<file path="src/rtl/led_pwm_ctrl.sv">
// led_pwm_ctrl
//   Takes decoded SPI frames from spi_slave, keeps one brightness register
//   (0..MAX_PCT percent) per LED, drives the LED pins with PWM and builds
//   the readback frame for read commands.
//
//   Optional build macro: LED_ERR_STATUS_EN
//     Adds an 8-bit saturating count of cmd_err pulses. Address 8'hFF then
//     becomes a status address: READ returns the count, WRITE clears it.
//
// Ports
//   sysclk      in   system clock (125 MHz)
//   rst_n       in   asynchronous active-low reset, synchronous release
//   frame_valid in   one-cycle strobe, cmd/addr/payload valid
//   cmd         in   command byte
//   addr        in   LED index
//   payload     in   brightness in percent
//   cs          in   SPI chip select (active low), ends the readback window
//   tx_frame    out  response frame {cmd, addr, brightness}
//   tx_enb      out  response valid
//   led         out  PWM outputs, active high
//   cmd_err     out  one-cycle pulse on a rejected frame
module led_pwm_ctrl #(
    parameter int         NUM_LEDS  = 4,
    parameter int         PWM_DIV   = 125,
    parameter logic [7:0] CMD_WRITE = 8'h01,
    parameter logic [7:0] CMD_READ  = 8'h02,
    parameter int         MAX_PCT   = 100
) (
    input  logic                sysclk,
    input  logic                rst_n,
    input  logic                frame_valid,
    input  logic [7:0]          cmd,
    input  logic [7:0]          addr,
    input  logic [7:0]          payload,
    input  logic                cs,
    output logic [23:0]         tx_frame,
    output logic                tx_enb,
    output logic [NUM_LEDS-1:0] led,
    output logic                cmd_err
);

    localparam int PW = (PWM_DIV > 1) ? $clog2(PWM_DIV) : 1;
    localparam logic [7:0] CMD_NOP = 8'h00;

    typedef enum logic [2:0] {
        IDLE,
        DECODE,
        WRITE,
        READ_LOAD,
        TX_HOLD
    } state_t;

    state_t      state, state_nxt;
    logic [7:0]  cmd_q, addr_q, payload_q;
    logic [6:0]  brightness [NUM_LEDS];
    logic [6:0]  shadow     [NUM_LEDS];
    logic [PW-1:0] presc;
    logic [6:0]  step_cnt;
    logic        tick, period_end;
    logic        err_nxt, wr_en, rd_load, tx_clr;
    logic        addr_ok, cmd_ok;
    logic [7:0]  rd_val;

    // Payloads above full scale saturate silently; compare on all 8 bits.
    function automatic logic [6:0] clamp_pct(input logic [7:0] p);
        if (p > 8'(MAX_PCT))
            return 7'(MAX_PCT);
        return p[6:0];
    endfunction

`ifdef LED_ERR_STATUS_EN
    logic [7:0] err_cnt;
    assign addr_ok = (int'(addr_q) < NUM_LEDS) || (addr_q == 8'hFF);
`else
    assign addr_ok = (int'(addr_q) < NUM_LEDS);
`endif
    assign cmd_ok = (cmd_q == CMD_WRITE) || (cmd_q == CMD_READ) || (cmd_q == CMD_NOP);

    // Readback value for the latched address.
    always_comb begin
        rd_val = 8'h00;
        for (int i = 0; i < NUM_LEDS; i++)
            if (addr_q == 8'(i))
                rd_val = {1'b0, brightness[i]};
`ifdef LED_ERR_STATUS_EN
        if (addr_q == 8'hFF)
            rd_val = err_cnt;
`endif
    end

    // Next-state and control decode.
    always_comb begin
        state_nxt = state;
        err_nxt   = 1'b0;
        wr_en     = 1'b0;
        rd_load   = 1'b0;
        tx_clr    = 1'b0;
        case (state)
            IDLE: begin
                if (frame_valid)
                    state_nxt = DECODE;
            end
            DECODE: begin
                if (frame_valid)
                    err_nxt = 1'b1;
                if (!addr_ok || !cmd_ok) begin
                    err_nxt   = 1'b1;
                    state_nxt = IDLE;
                end else if (cmd_q == CMD_WRITE) begin
                    state_nxt = WRITE;
                end else if (cmd_q == CMD_READ) begin
                    state_nxt = READ_LOAD;
                end else begin
                    state_nxt = IDLE;
                end
            end
            WRITE: begin
                wr_en     = 1'b1;
                err_nxt   = frame_valid;
                state_nxt = IDLE;
            end
            READ_LOAD: begin
                rd_load   = 1'b1;
                err_nxt   = frame_valid;
                state_nxt = TX_HOLD;
            end
            TX_HOLD: begin
                // Master is still clocking out the readback: frames are
                // dropped here without raising an error.
                if (cs) begin
                    tx_clr    = 1'b1;
                    state_nxt = IDLE;
                end
            end
            default: state_nxt = IDLE;
        endcase
    end

    always_ff @(posedge sysclk or negedge rst_n) begin
        if (!rst_n) begin
            state    <= IDLE;
            cmd_err  <= 1'b0;
            tx_enb   <= 1'b0;
            tx_frame <= 24'h0;
        end else begin
            state   <= state_nxt;
            cmd_err <= err_nxt;
            if (rd_load) begin
                tx_enb   <= 1'b1;
                tx_frame <= {CMD_READ, addr_q, rd_val};
            end else if (tx_clr) begin
                tx_enb   <= 1'b0;
                tx_frame <= 24'h0;
            end
        end
    end

    // Frame capture; only meaningful once the FSM leaves IDLE.
    always_ff @(posedge sysclk) begin
        if (state == IDLE && frame_valid) begin
            cmd_q     <= cmd;
            addr_q    <= addr;
            payload_q <= payload;
        end
    end

    always_ff @(posedge sysclk or negedge rst_n) begin
        if (!rst_n) begin
            for (int i = 0; i < NUM_LEDS; i++)
                brightness[i] <= 7'd0;
        end else begin
            for (int i = 0; i < NUM_LEDS; i++)
                if (wr_en && addr_q == 8'(i))
                    brightness[i] <= clamp_pct(payload_q);
        end
    end

`ifdef LED_ERR_STATUS_EN
    always_ff @(posedge sysclk or negedge rst_n) begin
        if (!rst_n)
            err_cnt <= 8'h00;
        else if (wr_en && addr_q == 8'hFF)
            err_cnt <= 8'h00;
        else if (err_nxt && err_cnt != 8'hFF)
            err_cnt <= err_cnt + 8'h01;
    end
`endif

    // PWM timebase: prescaler tick every PWM_DIV cycles, MAX_PCT steps per period.
    assign tick       = (presc == PW'(PWM_DIV - 1));
    assign period_end = tick && (step_cnt == 7'(MAX_PCT - 1));

    always_ff @(posedge sysclk or negedge rst_n) begin
        if (!rst_n) begin
            presc    <= '0;
            step_cnt <= 7'd0;
        end else begin
            presc <= tick ? '0 : presc + 1'b1;
            if (tick)
                step_cnt <= period_end ? 7'd0 : step_cnt + 7'd1;
        end
    end

    // Shadow duties only change at the period boundary, so a write never
    // truncates or stretches the pulse already in progress.
    always_ff @(posedge sysclk or negedge rst_n) begin
        if (!rst_n) begin
            for (int i = 0; i < NUM_LEDS; i++)
                shadow[i] <= 7'd0;
            led <= '0;
        end else begin
            for (int i = 0; i < NUM_LEDS; i++) begin
                if (period_end)
                    shadow[i] <= brightness[i];
                led[i] <= (step_cnt < shadow[i]);
            end
        end
    end

endmodule

</file>
<file path="config.mk">
export PLATFORM = sky130hd
export DESIGN_NAME = led_pwm_ctrl
export DESIGN_NICKNAME = d
export VERILOG_FILES = /design/src/rtl/led_pwm_ctrl.sv
export SDC_FILE = /design/constraint.sdc
export NUM_CORES = 1
export LEC_CHECK = 0
export BUFFER_PORTS_ARGS = -buffer_cell sky130_fd_sc_hd__buf_2
export CAP_MARGIN = 20
export CORE_AREA = 4 4 129 106
export DETAILED_ROUTE_END_ITERATION = 8
export DIE_AREA = 0 0 133 110
export PLACE_DENSITY = 0.61
export SLEW_MARGIN = 40
export SYNTH_ARGS = -nofsm -noshare
export SYNTH_HDL_FRONTEND = slang
export SYNTH_SLANG_ARGS = --single-unit
</file>
<file path="constraint.sdc">
create_clock -name sysclk -period 4.8 [get_ports sysclk]
set_input_delay 0.24 -clock sysclk [delete_from_list [all_inputs] [get_ports sysclk]]
set_output_delay 0.24 -clock sysclk [all_outputs]
set_load 0.005 [all_outputs]
</file>
==> summary.txt <==
Place
  • Dpl cell area: 5840 sq um
  • Post-DP HPWL: 8.16 mm
  • RD Place Congestion: 0.755
  • Port Buf Inserts: 49

Routing
  • Vias per Instance: 5.09
  • Drt drc: 0
  • WL/cell: 17.1 um
  • Initial DRT Pass Iterations: 4
  • Antenna-violating nets left: 0
  • DR iter-0 viols: 111
  • Detailed Route WL: 11.7 mm
  • Vias: 3,473

Setup path
  • Worst path max stage delay: 0.70 ns
  • Cells along the critical path: inv_1 -> ha_1 -> and3_1 -> nand3_2 -> mux2_1
  • CP endpoint kind: register
  • Crit path DAT: 2.80 ns
  • CP max stage cell: nand3_2
  • CP max FO: 29
  • Kind of critical path: reg -> reg
  • Startpoint class of the critical path: register
  • Req. time, crit path: 5.09 ns

CTS
  • Max H-tree Level: 4
  • Register clock-pin slew on the reported worst setup and hold paths: 0.06 ns
  • Clock buffer count from CTS: 17
  • Worst-skew pair later-pin latency: 0.42 ns
  • CTS Sinks: 118
  • Root buffer cell: clkbuf_16
  • Gates resized, CTS repair: 0
  • CTS max path bufs: 2
  • CTS tree: done

Synth
  • Post-synth EDFFs: 24
  • Post-synth top area share: 0.427
  • Mapped Area: 5510 sq um
  • Top cells by area in the synthesized netlist: dfrtp_1, edfxtp_1, mux2_2
  • FF+latch count, synth: 118
  • Yosys Warn Count: 0
  • Asr flop ratio synth: 0.797
  • Synth cell count leaders: dfrtp_1, mux2_2, inv_1
  • Syn avg cell area: 13.0 sq um
  • Most frequent cell after synthesis: dfrtp_1
  • Post-Syn Instances: 422
  • Sequential cell area fraction in the yosys report: 0.558
  • Yosys cell types: 52
  • Ys flop type: dfrtp_1
  • Cell taking the most area after synthesis: dfrtp_1

Timing
  • Final hold vios: 0
  • Slew Viols, Final: 0
  • Final Skew: 0.00817 ns
  • Slew headroom: 0.504
  • Tcrit/Tclk final: 0.522
  • Fin Setup TNS: 0 ns
  • Hold_ws: 0.0153 ns
  • Setup-failing EPs final: 0
  • RSZ-0062 raised after global routing: false
  • Tmin final: 2.51 ns
  • Max Clock Freq: 399 MHz
  • Slew @ Worst Pin: 0.742 ns

Job
  • Maxcap violations: 0

Cells and area
  • ANT cells: 0
  • Fillers: 1,027
  • Multi-input logic area: 2180 sq um
  • Area Overhead vs Synth: 21.2%
  • Ratio of cells with drive above 1 in the final layout: 0.303
  • Register area: 3070 sq um
  • Nets: 553
  • Fin area: 6670 sq um

Global routing
  • Tot GR Track Use: 0.170
  • Initial antenna violation count: 0
  • First-pass GRT wire length: 18.8 mm
  • Vias in the first global route: 3,638
  • Pin count of the biggest net entering global routing: 53
  • Total congestion overflow: 0

Power and ir drop
  • Logic gate share of total power: 0.030
  • Seq pwr share: 0.437
  • Internal: 1850 uW
  • Peak VDD IR: 0.000237 V
  • Power density cells: 360 nW/um^2
  • Leak: 0.00326 uW
  • P_sw: 555 uW
  • Sw Share: 0.231
  • Clock share of power: 0.533
  • Tot Pwr: 2400 uW

Die
  • Die height: 110 um
  • Number of core rows: 36
  • Initial core utilization: 0.451
  • Core Footprint: 12,200 sq um
  • Die area: 14,600 sq um
  • Top-Level Pins: 58
  • Die X: 133 um

Status
  • Status: completed

Hold path
  • Worst min path class: in -> reg
==> sequential cells by signal (all words and copies together), names as in the netlist <==
name / flops
addr_q: 8
brightness: 28
cmd_err: 1
cmd_q: 8
led: 4
payload_q: 8
presc: 7
shadow: 28
state: 3
step_cnt: 7
tx_frame: 16
==> metrics by stage <==
stage | util | std cells | worst slack [ns]
2_1_floorplan | - | 429 | 1.41
3_3_place_gp | 0.478 | 627 | 2.39
3_5_place_dp | 0.478 | 627 | 2.30
4_1_cts | 0.546 | 682 | 2.28
5_1_grt | 0.547 | 682 | 2.10
6_report | 0.547 | 682 | 2.29
==> critical path, delay by kind of cell, from the launching register on <==
kind	cells	cell delay, ns
fa+ha+maj	1	0.17
buf+inv	1	0.08
flops	1	0.42
mux	1	0.55
simple gates	2	1.16
==> cells by family (layout without fill, tap and decap cells) <==
group,Yosys count,after routing,synth area share
multiplexers,65,65,0.141
buffers and inverters,55,137,0.0529
AO/OA/AOI/OAI,64,64,0.0866
AND/OR/NAND/NOR,85,85,0.0886
flip-flops,118,118,0.558
adder cells (fa/ha/maj),27,27,0.0613
other,1,8,0.000681
XOR/XNOR,7,7,0.0111
==> per-layer routing <==
layer / up-vias / wire, um / GRT usage
li1: 1649 / - / -
met1: 1741 / 5440 / 0.225
met2: 72 / 5550 / 0.272
met3: 11 / 557 / 0.0472
met4: 0 / 117 / 0.0601
met5: - / 0 / 0
==> power groups by stage <==
stage                     registers (uW)  logic (uW)  clock network (uW)
after floorplan                     1060        30.4                   0
after global placement              1070        56.3                   0
after detailed placement            1070        58.0                   0
after CTS                           1050        72.4                1300
after global routing                1050        81.4                1350
final                               1050        72.1                1280
==> repair_timing <==
action | 4_1_cts | 5_1_grt
buffers inserted | 0 | 0
hold buffers | 23 | 0
endpoints found under the hold margin | 64 | 0
==> worst paths after layout <==
kind / start / to / slack, ns / cells past startpoint
max in group asynchronous: rst_n / shadow[1] / 3.37 / 3
min in group asynchronous: rst_n / led[1] / 0.36 / 2
worst max-delay path: presc[0] / shadow[23] / 2.29 / 5
worst max register to register: presc[0] / shadow[23] / 2.29 / 5
worst min-delay path: addr[0] / addr_q[0] / 0.02 / 1
worst min register to register: shadow[23] / shadow[23] / 0.50 / 1
==> cells in the final DEF (no fill, tap or decap), types with 3 or more instances in the layout <==
master,count
a31oi_1,11
dlygate4sd3_1,23
mux2i_1,8
nand2b_1,4
edfxtp_1,24
nand3_1,5
buf_4,3
a21oi_1,8
dfrtp_1,94
xnor2_1,3
nand2_1,19
nor3_1,3
and2_1,13
o21ai_0,7
nand4_1,4
clkbuf_16,17
buf_2,48
inv_6,6
conb_1,8
xor2_1,4
a32o_1,7
mux2_4,14
inv_1,30
mux2_2,42
or3_1,3
nor2_1,14
ha_1,27
and3_1,4
a21o_1,9
a211o_1,8
a22o_1,7
clkinvlp_4,3
==> area by class of cell <==
cell class	count	area share
clock buffer	17	0.0637
clock inverter	15	0.0253
inverter	31	0.0174
multi-input combinational	256	0.327
sequential	118	0.460
tap	171	0.0321
timing repair buffer	74	0.0739
(Power assumes the default switching activity.)
